$ cat config.mk
export PLATFORM = sky130hd
export DESIGN_NAME = useq_ctrl
export DESIGN_NICKNAME = d
export VERILOG_FILES = /design/src/rtl/useq_pkg.sv /design/src/rtl/useq_stack.sv /design/src/rtl/useq_ctrl.sv
export SDC_FILE = /design/constraint.sdc
export NUM_CORES = 1
export LEC_CHECK = 0
export ABC_AREA = 1
export CAP_MARGIN = 20
export CORE_ASPECT_RATIO = 1.4
export CORE_MARGIN = 3
export CORE_UTILIZATION = 35
export DETAILED_ROUTE_END_ITERATION = 8
export MAX_ROUTING_LAYER = met4
export PLACE_DENSITY = 0.62
export SLEW_MARGIN = 0
export SYNTH_ARGS = -nofsm -noshare
export SYNTH_HDL_FRONTEND = slang
export SYNTH_SLANG_ARGS = --single-unit
$ cat constraint.sdc
create_clock -name clk -period 4.9 [get_ports clk]
set_input_delay 0.49 -clock clk [delete_from_list [all_inputs] [get_ports clk]]
set_output_delay 0.49 -clock clk [all_outputs]
set_load 0.005 [all_outputs]
$ cat src/rtl/useq_pkg.sv
// Shared encodings for the microprogrammed sequencer: sequencing ops, branch
// conditions, FSM states and microword field offsets.
package useq_pkg;

  typedef enum logic [2:0] {
    SOP_CONT  = 3'b000,
    SOP_JMP   = 3'b001,
    SOP_MAP   = 3'b010,
    SOP_CALL  = 3'b011,
    SOP_RET   = 3'b100,
    SOP_LDCNT = 3'b101,
    SOP_LOOP  = 3'b110,
    SOP_FETCH = 3'b111
  } sop_e;

  typedef enum logic [2:0] {
    COND_ZERO = 3'b000,
    COND_ONE  = 3'b001,
    COND_C    = 3'b010,
    COND_V    = 3'b011,
    COND_Z    = 3'b100,
    COND_N    = 3'b101,
    COND_NC   = 3'b110,
    COND_NZ   = 3'b111
  } cond_e;

  typedef enum logic [1:0] {
    ST_PRIME = 2'd0,
    ST_RUN   = 2'd1,
    ST_FAULT = 2'd2
  } state_e;

  // Microword layout from MSB: naddr, cond, sop, il, pi, pl, cw.
  function automatic int mwWidth(input int caw, input int cww);
    return caw + 9 + cww;
  endfunction

  function automatic int plBit(input int cww);
    return cww;
  endfunction

  function automatic int piBit(input int cww);
    return cww + 1;
  endfunction

  function automatic int ilBit(input int cww);
    return cww + 2;
  endfunction

  function automatic int sopLsb(input int cww);
    return cww + 3;
  endfunction

  function automatic int condLsb(input int cww);
    return cww + 6;
  endfunction

  function automatic int naddrLsb(input int cww);
    return cww + 9;
  endfunction

endpackage

$ cat src/rtl/useq_stack.sv
// LIFO of microcode return addresses with full/empty flags and async clear.
module useq_stack #(
  parameter int CAW   = 8,
  parameter int DEPTH = 4
) (
  input  logic           clk_i,
  input  logic           rst_ni,
  input  logic           push_i,
  input  logic           pop_i,
  input  logic [CAW-1:0] data_i,
  output logic [CAW-1:0] top_o,
  output logic           full_o,
  output logic           empty_o
);

  localparam int PW = $clog2(DEPTH + 1);
  localparam int XW = (DEPTH > 1) ? $clog2(DEPTH) : 1;

  logic [CAW-1:0] mem_q [DEPTH];
  logic [PW-1:0]  sp_q;
  logic [XW-1:0]  topIdx;
  logic [XW-1:0]  pushIdx;

  assign full_o  = (sp_q == PW'(DEPTH));
  assign empty_o = (sp_q == '0);
  assign topIdx  = XW'(sp_q - PW'(1));
  assign pushIdx = XW'(sp_q);
  assign top_o   = mem_q[topIdx];

  // Overflowing pushes and underflowing pops are ignored; the sequencer faults instead.
  always_ff @(posedge clk_i or negedge rst_ni) begin
    if (!rst_ni) begin
      sp_q <= '0;
      for (int i = 0; i < DEPTH; i++) mem_q[i] <= '0;
    end else if (push_i && !full_o) begin
      mem_q[pushIdx] <= data_i;
      sp_q           <= sp_q + PW'(1);
    end else if (pop_i && !empty_o) begin
      sp_q <= sp_q - PW'(1);
    end
  end

endmodule

$ cat src/rtl/useq_ctrl.sv
// Microprogrammed sequencer: picks the next control address for an external
// synchronous ROM and drives the datapath control word, IR operands and PC.
module useq_ctrl import useq_pkg::*; #(
  parameter int IW         = 16,
  parameter int PCW        = 9,
  parameter int CAW        = 8,
  parameter int CWW        = 13,
  parameter int OPW        = 7,
  parameter int OFFW       = 8,
  parameter int OPSW       = 9,
  parameter int DEPTH      = 4,
  parameter int FETCH_ADDR = 192,
  parameter int MAP_BASE   = 0
) (
  input  logic                   clk,
  input  logic                   rst,
  input  logic [3:0]             psw,
  input  logic [IW-1:0]          din,
  input  logic                   stall,
  input  logic [CAW+9+CWW-1:0]   ucode_word,
  output logic [CAW-1:0]         ucode_addr,
  output logic [CWW-1:0]         cw,
  output logic [OPSW-1:0]        ir_ops,
  output logic [PCW-1:0]         pc,
  output logic                   fault
);

  localparam logic [CAW-1:0] FETCH_A = CAW'(FETCH_ADDR);

  state_e         state_q, state_d;
  logic [CAW-1:0] car_q;
  logic [CAW-1:0] cnt_q, cnt_d;
  logic [IW-1:0]  ir_q, ir_d;
  logic [PCW-1:0] pc_q, pc_d;

  logic [CAW-1:0] naddr;
  cond_e          cond;
  sop_e           sop;
  logic           il, pi, pl;
  logic [CWW-1:0] cwField;

  assign naddr   = ucode_word[naddrLsb(CWW) +: CAW];
  assign cond    = cond_e'(ucode_word[condLsb(CWW) +: 3]);
  assign sop     = sop_e'(ucode_word[sopLsb(CWW) +: 3]);
  assign il      = ucode_word[ilBit(CWW)];
  assign pi      = ucode_word[piBit(CWW)];
  assign pl      = ucode_word[plBit(CWW)];
  assign cwField = ucode_word[CWW-1:0];

  logic           t;
  logic [CAW-1:0] carInc, mapAddr, stackTop;
  logic [OPW-1:0] opcode;
  logic [PCW-1:0] pcOffset;
  logic           push, pop, stackFull, stackEmpty, stackErr;

  assign carInc   = car_q + CAW'(1);
  assign opcode   = ir_q[IW-1 -: OPW];
  assign mapAddr  = CAW'(MAP_BASE + int'(opcode));
  assign pcOffset = PCW'($signed(ir_q[OFFW-1:0]));

  // psw is packed {z,n,c,v}.
  always_comb begin
    t = 1'b0;
    unique case (cond)
      COND_ZERO: t = 1'b0;
      COND_ONE:  t = 1'b1;
      COND_C:    t = psw[1];
      COND_V:    t = psw[0];
      COND_Z:    t = psw[3];
      COND_N:    t = psw[2];
      COND_NC:   t = ~psw[1];
      COND_NZ:   t = ~psw[3];
      default:   t = 1'b0;
    endcase
  end

  useq_stack #(.CAW(CAW), .DEPTH(DEPTH)) u_stack (
    .clk_i   (clk),
    .rst_ni  (rst),
    .push_i  (push),
    .pop_i   (pop),
    .data_i  (carInc),
    .top_o   (stackTop),
    .full_o  (stackFull),
    .empty_o (stackEmpty)
  );

  // car always follows ucode_addr, so holding ucode_addr at car makes the ROM re-read.
  always_comb begin
    state_d    = state_q;
    ucode_addr = car_q;
    cnt_d      = cnt_q;
    ir_d       = ir_q;
    pc_d       = pc_q;
    cw         = '0;
    push       = 1'b0;
    pop        = 1'b0;
    stackErr   = 1'b0;
    unique case (state_q)
      ST_PRIME: begin
        ucode_addr = FETCH_A;
        state_d    = ST_RUN;
      end
      ST_RUN: begin
        cw = cwField;
        if (!stall) begin
          ucode_addr = carInc;
          unique case (sop)
            SOP_CONT: begin end
            SOP_JMP: if (t) ucode_addr = naddr;
            SOP_MAP: ucode_addr = mapAddr;
            SOP_CALL: if (t) begin
              if (stackFull) stackErr = 1'b1;
              else begin
                push       = 1'b1;
                ucode_addr = naddr;
              end
            end
            SOP_RET: if (t) begin
              if (stackEmpty) stackErr = 1'b1;
              else begin
                pop        = 1'b1;
                ucode_addr = stackTop;
              end
            end
            SOP_LDCNT: cnt_d = naddr;
            SOP_LOOP: if (cnt_q != '0) begin
              cnt_d      = cnt_q - CAW'(1);
              ucode_addr = naddr;
            end
            SOP_FETCH: ucode_addr = FETCH_A;
            default: begin end
          endcase
          // A stack error aborts the whole microword, including its IR/PC side effects.
          if (stackErr) begin
            ucode_addr = car_q;
            state_d    = ST_FAULT;
          end else begin
            if (il) ir_d = din;
            if (pi) pc_d = pc_q + PCW'(1);
            else if (pl && t) pc_d = pc_q + pcOffset;
          end
        end
      end
      ST_FAULT: begin end
      default: state_d = ST_FAULT;
    endcase
  end

  always_ff @(posedge clk or negedge rst) begin
    if (!rst) begin
      state_q <= ST_PRIME;
      car_q   <= FETCH_A;
      cnt_q   <= '0;
      ir_q    <= '0;
      pc_q    <= '0;
    end else begin
      state_q <= state_d;
      car_q   <= ucode_addr;
      cnt_q   <= cnt_d;
      ir_q    <= ir_d;
      pc_q    <= pc_d;
    end
  end

  assign ir_ops = ir_q[OPSW-1:0];
  assign pc     = pc_q;
  assign fault  = (state_q == ST_FAULT);

endmodule
==> results by group <==
Run status
  • Outcome: finished clean

Cells and area
  • Final Cell Area: roughly 6500 sq um
  • Share of cells above drive strength 1: between 7 and 8%
  • Antenna diode count: 0
  • Area Growth Syn to Fin: 26.0%
  • Final cell count without fillers: approximately 990
  • Nets: 865

Timing
  • Tmin final: 3.81 ns
  • Final worst clock skew: between 0.007 and 0.008 ns
  • Final hold violation count: 0
  • Slew @ Worst Pin: ~0.85 ns
  • Hold Slack: roughly 0.13 ns
  • Fin crit share: approximately 80%
  • F_max: 262 MHz
  • RSZ-0062 raised after global routing: false
  • Setup TNS: 0 ns
  • Fin. max-slew vios: 0
  • Setup violations, final: 0
  • Slew headroom: 43.0%

Clocking
  • Root Buffer: clkbuf_16
  • Resize count post-CTS: 0
  • Worst-Skew Late Latency: 0.35 ns
  • # H-tree levels: 3
  • Setup bufs post-CTS: 0
  • CTS sink cnt: 78
  • Clock tree from TritonCTS: done
  • # hold bufs at CTS: 0
  • Clock slew at reported path FFs: 0.06 ns
  • Num CTS Buffers: 9
  • Clk buf depth: 2

Detailed routing
  • DRC viols: 0
  • Via/cell ratio: around 4.7
  • DR vias: ~4,600
  • Initial drt markers: ~280
  • Final wirelength: approximately 14 mm
  • Detail Route Antenna Nets: 0
  • Average wire per standard cell: about 14 microns
  • First-pass DRT Iterations: 4

Global route
  • Number of global-route vias before repair: ~4,500
  • Total GRT Usage: about a fifth
  • Gr ovfl total: 0
  • Initial antenna violation count: 0
  • First-pass GRT wire length: about 23 mm
  • Pin count of the biggest net entering global routing: a little under 80

Floorplanning
  • Die height: ~150 microns
  • Die area: about 16,000 sq um
  • Initial Util: a little over a third
  • Total core area: about 14,000 sq um
  • Die X: 108 microns
  • Std-Cell Rows: 51
  • I/O pin cnt: 93

Setup path
  • Crit path required time: ~4.4 ns
  • CP Capture Type: primary output
  • Critical path's slowest cell: ha_1
  • Crit-path cells: buf_4 > clkinv_1 > ha_1 > inv_1 > nand3_1 > nand3_1 > nand2_1 > nand2_1 > nand2_1 > nor2_1 > nand3_1 > nand2_1 > nand2_1 > clkdlybuf4s50_1
  • Nature of the critical path startpoint: flop
  • WP data arrival: approximately 3.3 ns
  • CP top delay family: buffers and inverters
  • Crit-path max FO: 27
  • Crit path kind: reg2out
  • Bufs and invs on worst path: 4
  • CP max stage delay: between 0.6 and 0.7 ns
  • Most used cell, CP: nand2_1
  • Internal reg-to-reg setup slack: between 1.5 and 2 ns

Run
  • Maxcap violations: 0

Place
  • Gpl congestion: just under 0.9
  • Hpwl dp: around 11 mm
  • Dpl cells: between 900 and 1,000
  • Cell Area, Placed: 6110 sq um
  • # port buffers: 92

Synth
  • Area leader, netlist: dfrtp_1
  • Synth cell types: 44
  • Sequential-to-total area share from yosys stat: 38.1%
  • Synthesis warning total: 0
  • Predominant post-synthesis flop cell: dfrtp_1
  • Synthesized area per cell: a little over 7 sq um
  • Mapped Cells: 718
  • Area of the mapped netlist: just over 5000 sq um
  • Top cells by area, synth: dfrtp_1 37%, nand2_1 16%, inv_1 7.2%
  • Post-synth EDFFs: 0
  • Area fraction of the dominant cell type after synthesis: a little under two fifths
  • Ys async rst share: 100%
  • Post-Syn Nets: just under 800
  • Yosys reg bits: 78

Hold path
  • Hold Crit Class: in2async

Pwr
  • Power per Cell Area: 248 nW/um^2
  • Leakage Power: about 0.0033 uW
  • VDD IR-drop max: between 0.0001 and 0.00015 V
worst reg2reg max path: cells and delay by family, from the launching register on:
| kind | cells | cell delay, ns |
|---|---|---|
| fa+ha+maj | 1 | 0.35 |
| buf+inv | 3 | 0.69 |
| flops | 1 | 0.32 |
| mux | 1 | 0.41 |
| simple gates | 4 | 1.06 |
cells by family after synthesis:
family | Yosys count | synth area share [%]
buf+inv | 135 | 11.5
mux | 1 | 0.220
simple gates | 353 | 29.7
compound gates | 118 | 13.4
fa+ha+maj | 17 | 4.29
flops | 78 | 38.1
xor+xnor | 16 | 2.73
cell usage after synthesis (9+ instances only):
master and count:
a21oi_1 26, o21ai_1 12, o21ai_0 48, xor2_1 13, o21ai_2 11, dfrtp_1 76, ha_1 16, nand2_1 218
inv_1 98, buf_2 9, buf_4 10, nor2_1 64, nand3_1 39
final cells by class:
class,count,area (sq um)
clock inverters,4,95.1
inverters,107,414
repair buffers,94,946
fillers,1442,7640
clock buffers,12,236
flip-flops and latches,78,1950
multi-input cells,505,2580
well taps,185,231
flip-flops by register name, summed over array words and instances (netlist names):
name           flops
car_q              8
ir_q              16
u_stack.sp_q       3
pc                 9
cnt_q              8
state_q            2
u_stack.mem_q     32
power breakdown:
group          switching, uW  leakage, uW  internal (uW)  total (uW)
sequential              5.68     0.000929            651         657
clock                    269     0.000161            498         767
combinational            100      0.00221           78.6         179
final timing paths:
path	cells after the start	end	startpoint
worst min register to register	2	ir_q[15]$_DFFE_PN0P_	ir_q[15]$_DFFE_PN0P_
min in group clk	2	ir_q[15]$_DFFE_PN0P_	ir_q[15]$_DFFE_PN0P_
worst max-delay path	14	ucode_addr[6]	u_stack.sp_q[0]$_DFFE_PN0P_
worst min-delay path	1	u_stack.mem_q[28]$_DFFE_PN0P_	rst
worst max register to register	9	u_stack.mem_q[29]$_DFFE_PN0P_	u_stack.sp_q[0]$_DFFE_PN0P_
max in group asynchronous	2	car_q[7]$_DFF_PN1_	rst
cell usage in the layout (no fill, tap or decap), types with 4 or more instances in the layout:
master           synthesis  routed
a21oi_1                 26      26
a21oi_2                  5       5
clkbuf_16                0       9
clkdlybuf4s50_1          0      91
dfrtp_1                 76      76
ha_1                    16      16
inv_1                   98      98
inv_2                    6       6
nand2_1                218     218
nand3_1                 39      39
nand3b_1                 5       5
nand4_1                  6       6
nor2_1                  64      64
o211ai_1                 4       4
o21ai_0                 48      48
o21ai_1                 12      12
o21ai_2                 11      11
xor2_1                  13      13
per-stage QoR:
stage / util, % / setup slack (ns) / total power (uW)
global placement: 43.3 / 1.31 / 847
global route: 45.8 / 0.726 / 1660
detailed placement: 43.3 / 1.34 / 847
floorplan: - / 2.39 / 758
finish: 45.8 / 1.09 / 1600
CTS: 45.7 / 1.11 / 1610
metal layers:
layer,part of all wire (%),vias up,global-route usage (%)
met5,0,-,-
met2,52,99,31.9
met4,2.7,0,7.64
met1,41,2082,21.7
li1,-,2393,-
met3,4.0,23,3.33
Power figures use the tool's default switching activity.
